[src/rtl/dnd_pkg.sv]
// Shared definitions for the patch datapath (patch_serializer, mlp_serial).
// Holds the patch geometry, the timestamp/magnitude widths, the polarity
// encodings and the serializer state type.
package dnd_pkg;

  localparam int N_PIX   = 49;  // pixels per 7x7 patch
  localparam int P       = 2;   // pixels per beat
  localparam int W_X     = 4;   // age magnitude width
  localparam int W_T     = 16;  // timestamp width
  localparam int SHIFT   = 8;   // log2 of timestamp ticks per magnitude step
  localparam int MIN_GAP = 4;   // idle cycles forced after each patch

  function automatic int ceil_div(input int a, input int b);
    return (a + b - 1) / b;
  endfunction

  localparam int N_BEATS = ceil_div(N_PIX, P);

  localparam logic [1:0] POL_NONE = 2'b00;
  localparam logic [1:0] POL_ON   = 2'b01;
  localparam logic [1:0] POL_OFF  = 2'b11;

  typedef enum logic [1:0] {
    ST_IDLE   = 2'b00,
    ST_STREAM = 2'b01,
    ST_HOLD   = 2'b10
  } ser_state_e;

endpackage

[src/rtl/patch_serializer_if.sv]
// Patch-in / beat-out bus of patch_serializer.
//   s_vld/s_rdy      : patch handshake
//   s_ts_now         : timestamp of the triggering event
//   s_ts, s_pol      : per-pixel last timestamp and stored polarity
//   m_vld/m_mag/m_pol: beat stream towards mlp_serial (no backpressure)
// Modport slave is the serializer's view, master the patch source / sink.
interface patch_serializer_if
  import dnd_pkg::*;
#(
  parameter int N_PIX = dnd_pkg::N_PIX,
  parameter int P     = dnd_pkg::P,
  parameter int W_X   = dnd_pkg::W_X,
  parameter int W_T   = dnd_pkg::W_T
);
  logic                   s_vld;
  logic                   s_rdy;
  logic [W_T-1:0]         s_ts_now;
  logic [N_PIX*W_T-1:0]   s_ts;
  logic [N_PIX*2-1:0]     s_pol;
  logic                   m_vld;
  logic [P*W_X-1:0]       m_mag;
  logic [P*2-1:0]         m_pol;

  modport slave (
    input  s_vld, s_ts_now, s_ts, s_pol,
    output s_rdy, m_vld, m_mag, m_pol
  );

  modport master (
    output s_vld, s_ts_now, s_ts, s_pol,
    input  s_rdy, m_vld, m_mag, m_pol
  );
endinterface

[src/rtl/age_quant.sv]
// One lane of age quantization (purely combinational).
//   ts_now, ts_pix : event timestamp and the pixel's last timestamp
//   pol_in         : stored polarity of the pixel
//   mag, pol_out   : quantized age magnitude and gated polarity
// Younger pixels get larger magnitudes; invalid polarities silence the lane.
module age_quant
  import dnd_pkg::*;
#(
  parameter int W_X   = dnd_pkg::W_X,
  parameter int W_T   = dnd_pkg::W_T,
  parameter int SHIFT = dnd_pkg::SHIFT
) (
  input  logic [W_T-1:0] ts_now,
  input  logic [W_T-1:0] ts_pix,
  input  logic [1:0]     pol_in,
  output logic [W_X-1:0] mag,
  output logic [1:0]     pol_out
);
  localparam logic [W_T-1:0] MAG_MAX = W_T'((1 << W_X) - 1);

  logic [W_T-1:0] dt_s;
  logic [W_T-1:0] q_s;

  // Modular subtraction keeps ages correct across timestamp wrap.
  assign dt_s = ts_now - ts_pix;
  assign q_s  = dt_s >> SHIFT;

  // Saturating inversion of the age plus polarity gating (10 counts as none).
  always_comb begin
    mag     = '0;
    pol_out = POL_NONE;
    if ((pol_in == POL_ON) || (pol_in == POL_OFF)) begin
      pol_out = pol_in;
      if (q_s < MAG_MAX) begin
        mag = W_X'(MAG_MAX - q_s);
      end else begin
        mag = '0;
      end
    end else begin
      mag     = '0;
      pol_out = POL_NONE;
    end
  end
endmodule

[src/rtl/patch_serializer.sv]
// Patch serializer: captures one pixel patch on the s_vld/s_rdy handshake and
// streams it as N_BEATS beats of P lanes (age magnitude + polarity), one beat
// per clock, then idles MIN_GAP cycles before accepting the next patch.
//   clk  : rising-edge clock
//   rst  : synchronous active-high reset
//   bus  : patch_serializer_if slave modport (handshake, patch data, beats)
module patch_serializer
  import dnd_pkg::*;
#(
  parameter int N_PIX   = dnd_pkg::N_PIX,
  parameter int P       = dnd_pkg::P,
  parameter int W_X     = dnd_pkg::W_X,
  parameter int W_T     = dnd_pkg::W_T,
  parameter int SHIFT   = dnd_pkg::SHIFT,
  parameter int MIN_GAP = dnd_pkg::MIN_GAP
) (
  input  logic               clk,
  input  logic               rst,
  patch_serializer_if.slave  bus
);
  localparam int N_BEATS = (N_PIX + P - 1) / P;
  localparam int N_SLOT  = N_BEATS * P;   // pixel slots including zero padding
  localparam int BEAT_W  = (N_BEATS > 1) ? $clog2(N_BEATS) : 1;
  localparam int SLOT_W  = (N_SLOT > 1) ? $clog2(N_SLOT) : 1;
  localparam int GAP_W   = (MIN_GAP > 1) ? $clog2(MIN_GAP) : 1;
  localparam logic [BEAT_W-1:0] BEAT_LAST = BEAT_W'(N_BEATS - 1);
  localparam logic [GAP_W-1:0]  GAP_LAST  = GAP_W'((MIN_GAP > 0) ? (MIN_GAP - 1) : 0);

  ser_state_e        state_r;
  logic [BEAT_W-1:0] beat_r;
  logic [GAP_W-1:0]  gap_r;
  logic [W_T-1:0]    ts_now_r;
  logic [W_T-1:0]    ts_r   [N_SLOT];
  logic [1:0]        pol_r  [N_SLOT];
  logic [W_T-1:0]    ts_in_s  [N_SLOT];
  logic [1:0]        pol_in_s [N_SLOT];
  logic [W_T-1:0]    lane_ts_s   [P];
  logic [1:0]        lane_pol_s  [P];
  logic [W_X-1:0]    lane_mag_s  [P];
  logic [1:0]        lane_polo_s [P];
  logic              handshake_s;
  logic              m_vld_r;
  logic [P*W_X-1:0]  m_mag_r;
  logic [P*2-1:0]    m_pol_r;

  assign bus.s_rdy  = (state_r == ST_IDLE) && !rst;
  assign handshake_s = bus.s_vld && bus.s_rdy;
  assign bus.m_vld  = m_vld_r;
  assign bus.m_mag  = m_mag_r;
  assign bus.m_pol  = m_pol_r;

  // Unpack the flat patch buses; slots past N_PIX read as "no event" so the
  // tail lanes of the last beat come out zero.
  always_comb begin
    for (int i = 0; i < N_SLOT; i++) begin
      ts_in_s[i]  = '0;
      pol_in_s[i] = POL_NONE;
    end
    for (int i = 0; i < N_PIX; i++) begin
      ts_in_s[i]  = bus.s_ts[i*W_T +: W_T];
      pol_in_s[i] = bus.s_pol[i*2 +: 2];
    end
  end

  // Pick pixels beat*P+p for the lanes of the current beat.
  always_comb begin
    for (int p = 0; p < P; p++) begin
      lane_ts_s[p]  = ts_r[SLOT_W'(beat_r) * SLOT_W'(P) + SLOT_W'(p)];
      lane_pol_s[p] = pol_r[SLOT_W'(beat_r) * SLOT_W'(P) + SLOT_W'(p)];
    end
  end

  for (genvar p = 0; p < P; p++) begin : g_lane
    age_quant #(
      .W_X   (W_X),
      .W_T   (W_T),
      .SHIFT (SHIFT)
    ) u_age_quant (
      .ts_now  (ts_now_r),
      .ts_pix  (lane_ts_s[p]),
      .pol_in  (lane_pol_s[p]),
      .mag     (lane_mag_s[p]),
      .pol_out (lane_polo_s[p])
    );
  end

  // Patch capture; only a handshake (impossible in reset) loads new data.
  always_ff @(posedge clk) begin
    if (rst) begin
      ts_now_r <= '0;
      for (int i = 0; i < N_SLOT; i++) begin
        ts_r[i]  <= '0;
        pol_r[i] <= POL_NONE;
      end
    end else if (handshake_s) begin
      ts_now_r <= bus.s_ts_now;
      for (int i = 0; i < N_SLOT; i++) begin
        ts_r[i]  <= ts_in_s[i];
        pol_r[i] <= pol_in_s[i];
      end
    end
  end

  // Control FSM with beat/gap counters and registered beat outputs; outputs
  // default to zero so they are only non-zero while streaming.
  always_ff @(posedge clk) begin
    if (rst) begin
      state_r <= ST_IDLE;
      beat_r  <= '0;
      gap_r   <= '0;
      m_vld_r <= 1'b0;
      m_mag_r <= '0;
      m_pol_r <= '0;
    end else begin
      m_vld_r <= 1'b0;
      m_mag_r <= '0;
      m_pol_r <= '0;
      case (state_r)
        ST_IDLE: begin
          if (handshake_s) begin
            state_r <= ST_STREAM;
            beat_r  <= '0;
          end
        end
        ST_STREAM: begin
          m_vld_r <= 1'b1;
          for (int p = 0; p < P; p++) begin
            m_mag_r[p*W_X +: W_X] <= lane_mag_s[p];
            m_pol_r[p*2 +: 2]     <= lane_polo_s[p];
          end
          if (beat_r == BEAT_LAST) begin
            beat_r  <= '0;
            gap_r   <= '0;
            state_r <= (MIN_GAP == 0) ? ST_IDLE : ST_HOLD;
          end else begin
            beat_r <= beat_r + BEAT_W'(1);
          end
        end
        ST_HOLD: begin
          if (gap_r == GAP_LAST) begin
            state_r <= ST_IDLE;
          end else begin
            gap_r <= gap_r + GAP_W'(1);
          end
        end
        default: begin
          state_r <= ST_IDLE;
          beat_r  <= '0;
          gap_r   <= '0;
        end
      endcase
    end
  end
endmodule
[src/flat_wrapper.sv]
// flat-port wrapper written by rule: the top's interface ports become plain ports
module patch_serializer_flat import dnd_pkg::*;
#(
  parameter int N_PIX   = dnd_pkg::N_PIX,
  parameter int P       = dnd_pkg::P,
  parameter int W_X     = dnd_pkg::W_X,
  parameter int W_T     = dnd_pkg::W_T,
  parameter int SHIFT   = dnd_pkg::SHIFT,
  parameter int MIN_GAP = dnd_pkg::MIN_GAP
)
  (clk, rst, bus_s_vld, bus_s_ts_now, bus_s_ts, bus_s_pol, bus_s_rdy, bus_m_vld, bus_m_mag, bus_m_pol);
  patch_serializer_if #(.N_PIX(N_PIX), .P(P), .W_X(W_X), .W_T(W_T)) bus_i ();
  input  logic clk;
  input  logic rst;
  input wire logic [$bits(bus_i.s_vld)-1:0] bus_s_vld;
  input wire logic [$bits(bus_i.s_ts_now)-1:0] bus_s_ts_now;
  input wire logic [$bits(bus_i.s_ts)-1:0] bus_s_ts;
  input wire logic [$bits(bus_i.s_pol)-1:0] bus_s_pol;
  output wire logic [$bits(bus_i.s_rdy)-1:0] bus_s_rdy;
  output wire logic [$bits(bus_i.m_vld)-1:0] bus_m_vld;
  output wire logic [$bits(bus_i.m_mag)-1:0] bus_m_mag;
  output wire logic [$bits(bus_i.m_pol)-1:0] bus_m_pol;
  assign bus_i.s_vld = bus_s_vld;
  assign bus_i.s_ts_now = bus_s_ts_now;
  assign bus_i.s_ts = bus_s_ts;
  assign bus_i.s_pol = bus_s_pol;
  assign bus_s_rdy = bus_i.s_rdy;
  assign bus_m_vld = bus_i.m_vld;
  assign bus_m_mag = bus_i.m_mag;
  assign bus_m_pol = bus_i.m_pol;
  patch_serializer #(.N_PIX(N_PIX), .P(P), .W_X(W_X), .W_T(W_T), .SHIFT(SHIFT), .MIN_GAP(MIN_GAP)) u_core (.clk(clk), .rst(rst), .bus(bus_i));
endmodule
[config.mk]
export PLATFORM = sky130hd
export DESIGN_NAME = patch_serializer_flat
export DESIGN_NICKNAME = d
export VERILOG_FILES = /design/src/rtl/dnd_pkg.sv /design/src/rtl/patch_serializer_if.sv /design/src/rtl/age_quant.sv /design/src/rtl/patch_serializer.sv /design/src/flat_wrapper.sv
export SDC_FILE = /design/constraint.sdc
export NUM_CORES = 1
export LEC_CHECK = 0
export BUFFER_PORTS_ARGS = -buffer_cell sky130_fd_sc_hd__buf_2
export CORE_AREA = 2 2 351 353
export CTS_CLUSTER_SIZE = 8
export DETAILED_ROUTE_END_ITERATION = 8
export DIE_AREA = 0 0 353 355
export PLACE_DENSITY = 0.57
export SLEW_MARGIN = 10
export SYNTH_ARGS = -nofsm -noshare
export SYNTH_HDL_FRONTEND = slang
export SYNTH_SLANG_ARGS = --single-unit
[constraint.sdc]
create_clock -name clk -period 18.8 [get_ports clk]
set_input_delay 1.88 -clock clk [delete_from_list [all_inputs] [get_ports clk]]
set_output_delay 1.88 -clock clk [all_outputs]
set_load 0.05 [all_outputs]
==> flow_summary.ini, run 1 <==
[status]
status = finished, final reports clean

[yosys]
yosysSeqAreaShare_pct = 64.4
ys_ff_latch = 925
yosysWarnings = 0
synth.largest_area_cell = edfxtp_1
syn_area_per_cell_um2 = 15.0
synth_ff_type = edfxtp_1
yosys.cell_types.count = 63
synth_cells = 2827
synth_nets = 3760
ys_top_cells_by_area = edfxtp_1 62%, mux4_2 12%, and3_1 9.1%, nor2b_1 4.3%, dfxtp_1 2.0%
async_reset_ff_share_pct = 0
synth.top_cell.area_share_pct = 62.4
synth_edf_count = 882
netlist_area_um2 = 42500

[global_routing]
grt_pass1_wl_um = 207000
grt_max_degree = 256
grt_pass1_vias = 28800
antenna_found_initial = 69
top_usage_layer = met2
grtUsageTotal_pct = 23.4
grt_overflow = 0
grt_use_met1_pct = 29.2
grtUsageMet3_pct = 5.05
grt_use_met2_pct = 40.0

[sta]
slew_viol_final = 0
timing.hold.ws_ns = 0.505
worstMarginPinSlew_ns = 1.20
fin_crit_sh_pct = 32.5
min_period_ns = 6.11
fin_setup_tns_ns = 0
hold_viol_final = 0
final.setup_skew_ns = 0.0228
setup_slack_ns = 12.69
slew_headroom_pct = 20.3
fmax_mhz = 164
rsz0062_at_grt = no
setup_violations = 0

[cts]
post_cts_resized = 0
clk_pin_slew_ns = 0.05
htreeDepth = 4
cts_tree = done
worstSkewPairLatency_ns = 0.73
postCtsSetupRepairBufs = 0
root_buffer = clkbuf_16
cts_buffers = 135
clock_sinks = 925
postCtsHoldBufs = 0
clockBufferDepth = 3

[power]
leakage_nw = 21.9
p_clk_share_pct = 40.3
sw_frac_of_total_pct = 25.5
p_int_mw = 4.13
powerDensity_nw_per_um2 = 106
p_switching_mw = 1.41
finalPower_mw = 5.55
pwr-share-comb_pct = 14.5
seqPwrFrac_pct = 45.2
ir_worst_vdd_uv = 86.0

[worst_setup_path]
worstSetupPathType = in2reg
cp_common_cell = buf_4
required_ns = 19.13
critPathMaxFanout = 90
worstPathArrival_ns = 6.44
worstPathCellList = clkbuf_8 > nor3_2 > and2_1 > buf_4 > or2_4 > buf_4 > buf_4 > buf_4
start_kind = primary input
cpPeakStageDelay_ns = 0.97
crit_path_top_delay_cell = buf_4
cp-end-kind = register

[finish]
drive_above_1_share_pct = 36.8
final_nets = 4592
final_cell_area_um2 = 52300
finalNonFillerCells = 5348
final_common_cell = buf_2
layout_common_cells = 912 x buf_2, 882 x edfxtp_1, 616 x and3_1
syn_to_final_growth_pct = 23.1
post-route-util_pct = 43.0

[drt]
drc_errors = 0
routed_wl_um = 151000
first_pass_iters = 6
avgRoutedWirePerCell_um = 28.2
vias_per_cell = 5.29
drtIter0Drc = 2677
antenna_left = 0
num_vias = 28300

[hold_path]
hold_class = reg2reg

[die]
die_area_um2 = 125000
pin_count = 915
row_count = 128
coreArea_um2 = 121000
die_w_um = 353
chipHeight_um = 355
start_util_pct = 35.0

[flow_run]
maxCapViolCount = 0

[place]
dpl_cell_area_um2 = 48400
dp.cells = 5147
portBuffers = 914
hpwl_um = 109000
gp_congestion = 0.827
dpl_worst_slack_ns = 11.86
## cell families (layout without fill, tap and decap cells)
| group | Yosys count | count (layout) | share of synthesized area [%] |
|---|---|---|---|
| AND/OR/NAND/NOR | 1113 | 1113 | 15.6 |
| AO/OA/AOI/OAI | 206 | 206 | 3.15 |
| XOR/XNOR | 19 | 19 | 0.410 |
| multiplexers | 259 | 259 | 12.9 |
| buffers and inverters | 273 | 1141 | 2.60 |
| adder cells (fa/ha/maj) | 32 | 32 | 0.943 |
| other | 0 | 28 | 0 |
| flip-flops | 925 | 925 | 64.4 |
## per-layer routing
metal	vias to the layer above	share of wire, %
met1	14200	39
met3	252	6.7
met2	1164	51
li1	12600	-
met4	26	3.5
met5	-	0.10
## state kept, by name, summed over array words and instances (netlist names), named ones only
register,cells
u_core.ts_r,784
u_core.pol_r,98
u_core.ts_now_r,16
u_core.bus.m_mag,8
u_core.beat_r,5
u_core.bus.m_pol,4
u_core.gap_r,2
u_core.state_r,2
u_core.bus.m_vld,1
## worst max-delay path: cells and delay by family
| kind | cells | cell delay [ns] |
|---|---|---|
| and+or+nand+nor | 3 | 1.25 |
| buffers and inverters | 5 | 3.03 |
## power by group through the flow
stage                     logic, mW  registers, mW  clock network [mW]
after floorplan               0.508           2.56                   0
after global placement        0.820           2.54                   0
after global routing          0.868           2.52                2.36
after CTS                     0.818           2.51                2.28
after detailed placement      0.815           2.55                   0
final                         0.802           2.51                2.24
## area by class of cell
type,count,area (µm²)
well taps,1625,2030
multi-input cells,1629,14000
clock inverters,15,243
inverters,17,63.8
clock buffers,158,3540
repair buffers,951,4920
diodes,28,70.1
fillers,11300,69100
flip-flops and latches,925,27400
## cells in the mapped netlist, drive strengths merged, types with 5 or more instances
| cell type | number |
|---|---|
| nand2b | 19 |
| nand2 | 113 |
| edfxtp | 882 |
| a211oi | 19 |
| and3 | 616 |
| nor2b | 292 |
| nand3 | 7 |
| a21o | 13 |
| o21ai | 49 |
| nor4 | 5 |
| a2111oi | 5 |
| nor2 | 25 |
| mux2i | 24 |
| a311oi | 15 |
| a21oi | 67 |
| buf | 45 |
| a31oi | 9 |
| xor2 | 5 |
| dfxtp | 43 |
| mux4 | 231 |
| clkbuf | 211 |
| xnor2 | 14 |
| nand4 | 5 |
| inv | 17 |
| nor3 | 16 |
| ha | 32 |
## worst paths after layout
check | startpoint | end | slack [ns] | depth (start not counted)
worst min-delay path | u_core.gap_r[1] | u_core.gap_r[1] | 0.51 | 2
worst max-delay path | rst | u_core.ts_r[21][15] | 12.69 | 8
worst min register to register | u_core.gap_r[1] | u_core.gap_r[1] | 0.51 | 2
worst max register to register | register | u_core.bus.m_mag[2] | 12.97 | 16
Power figures use the tool's default switching activity.
==> run 2, diff against run 1 <==
==> constraint.sdc (replaced) <==
create_clock -name clk -period 5.9 [get_ports clk]
set_input_delay 0.59 -clock clk [delete_from_list [all_inputs] [get_ports clk]]
set_output_delay 0.59 -clock clk [all_outputs]
set_load 0.05 [all_outputs]
==> run 2 against run 1 <==
Non-clock buffer count up 27; global-route usage is 0.83 points higher; register-to-register slack worse by 12 ns; cell area increased by 0.60%; sequential share of layout area shrank 0.31 points; critical path depth rose by 5; total power rose to 3.2 times the previous value; critical path type is now reg2reg; largest cell class unchanged; largest power group unchanged.
==> flow_summary.ini, run 2 (synthesis gave the netlist of run 1 again) <==
[status]
status = finished, final reports clean

[die]
start_util_pct = 35.0
coreArea_um2 = 121000
row_count = 128
chipHeight_um = 355
die_area_um2 = 125000
pin_count = 915
die_w_um = 353

[hold_path]
hold_class = in2reg

[worst_setup_path]
cp-end-kind = register
critPathBufInv = 1
worstPathCellList = buf_12 > mux4_2 > a211oi_1 > a311oi_1 > a21oi_1 > ha_1 > a21o_1 > a2111oi_0 > o221ai_1 > o21ai_0 > xnor2_1 > nand4b_1 > nor3_1
worstPathArrival_ns = 5.43
start_kind = register
required_ns = 6.56
cpPeakStageDelay_ns = 0.75
rrSetupSlack_ns = 1.12
critPathMaxFanout = 27
crit_path_top_delay_cell = dfxtp_4
worstSetupPathType = reg2reg
cp_top_family = compound AO/OA/AOI/OAI gates

[sta]
setup_violations = 0
fin_crit_sh_pct = 80.9
rsz0062_at_grt = no
min_period_ns = 4.78
fmax_mhz = 209
slew_headroom_pct = 27.8
timing.hold.ws_ns = 0.0705
final.setup_skew_ns = 0.0198
slew_viol_final = 0
worstMarginPinSlew_ns = 1.08
hold_viol_final = 0

[finish]
final_nets = 4618
final_common_cell = buf_2
layout_common_cells = 912 x buf_2, 882 x edfxtp_1, 616 x and3_1
top_register = u_core.ts_r
post-route-util_pct = 43.3
reg_top3 = u_core.ts_r: 784 flops, u_core.pol_r: 98 flops, u_core.ts_now_r: 16 flops
syn_to_final_growth_pct = 23.8
drive_above_1_share_pct = 36.8
largest_register_ffs = 784

[power]
leakage_nw = 22.1
p_clk_share_pct = 39.8
p_switching_mw = 4.53
seqPwrFrac_pct = 45.8
p_int_mw = 13.1
pwr-share-comb_pct = 14.4
sw_frac_of_total_pct = 25.7
powerDensity_nw_per_um2 = 335
ir_worst_vdd_uv = 279

[cts]
root_buffer = clkbuf_16
cts_tree = done
clock_sinks = 925
htreeDepth = 4
worstSkewPairLatency_ns = 0.76
cts_buffers = 134
clk_pin_slew_ns = 0.05
clockBufferDepth = 3

[global_routing]
grt_overflow = 0
grt_pass1_vias = 29200
grt_max_degree = 234
grt_pass1_wl_um = 214000
antenna_found_initial = 53
grtUsageTotal_pct = 24.3

[place]
hpwl_um = 115000
gp_congestion = 0.871
portBuffers = 914

[drt]
first_pass_iters = 5
routed_wl_um = 156000
drtIter0Drc = 2858
num_vias = 28500
antenna_left = 0
drc_errors = 0
vias_per_cell = 5.30
avgRoutedWirePerCell_um = 29.0

[flow_run]
maxCapViolCount = 0
run 2: cell types whose count changed in the layout (fill, tap and decap cells not counted), moves of 2 or more:
cell,previous run,this run
buf_12,4,16
clkbuf_1,19,22
clkbuf_16,138,136
clkbuf_8,2,0
dlygate4sd3_1,0,14
clkinv_8,1,3
diode_2,28,23
run 2: metal layers:
metal,wire length (µm),track usage (%),vias up
li1,-,-,12700
met1,59400,28.9,14500
met2,81000,42.7,1058
met3,10900,6.10,244
met4,4470,8.43,34
met5,237,0,-
run 2: cell type report:
type                            instances  area, µm²
Tap cell                             1625       2030
Fill cell                           11200      68800
Clock inverter                         15        223
Multi-Input combinational cell       1629      14000
Antenna cell                           23       57.6
Timing Repair Buffer                  978       5310
Clock buffer                          158       3490
Inverter                               17       63.8
Sequential cell                       925      27400
run 2: per-stage QoR:
step	area (µm²)	power, mW	instances	setup TNS [ns]	setup slack [ns]
6_report	52600	17.6	5370	0	1.12
5_1_grt	52600	18.2	5363	0	0.682
4_1_cts	52500	17.8	5347	0	1.08
3_5_place_dp	48700	10.8	5160	0	1.12
3_3_place_gp	48700	10.8	5160	0	1.08
2_1_floorplan	42500	9.71	2827	-1696.66	-1.92
run 2: worst paths after layout:
kind | end | start | cells past startpoint
setup / recovery | u_core.bus.m_mag[1] | register | 13
hold / removal | u_core.ts_now_r[13] | bus_s_ts_now[13] | 3
setup reg to reg | u_core.bus.m_mag[1] | register | 13
hold reg to reg | u_core.gap_r[1] | u_core.gap_r[1] | 2
run 2: worst min-delay path, stage by stage:
cell and delay (ns):
buf_2 0.09, nand2_1 0.04, o21ai_0 0.06
run 2: power by group through the flow:
| stage | Clock, mW | Combinational [mW] | Sequential, mW |
|---|---|---|---|
| finish | 7.02 | 2.55 | 8.07 |
| global route | 7.40 | 2.74 | 8.11 |
| CTS | 7.13 | 2.58 | 8.07 |
| detailed placement | 0 | 2.56 | 8.19 |
| global placement | 0 | 2.57 | 8.19 |
| floorplan | 0 | 1.62 | 8.08 |
run 2: what timing repair did:
action                    in CTS  in global routing
gates resized for setup        0                  0
setup buffers                  0                  0
hold buffers                  14                  0
hold endpoints to repair      14                  0
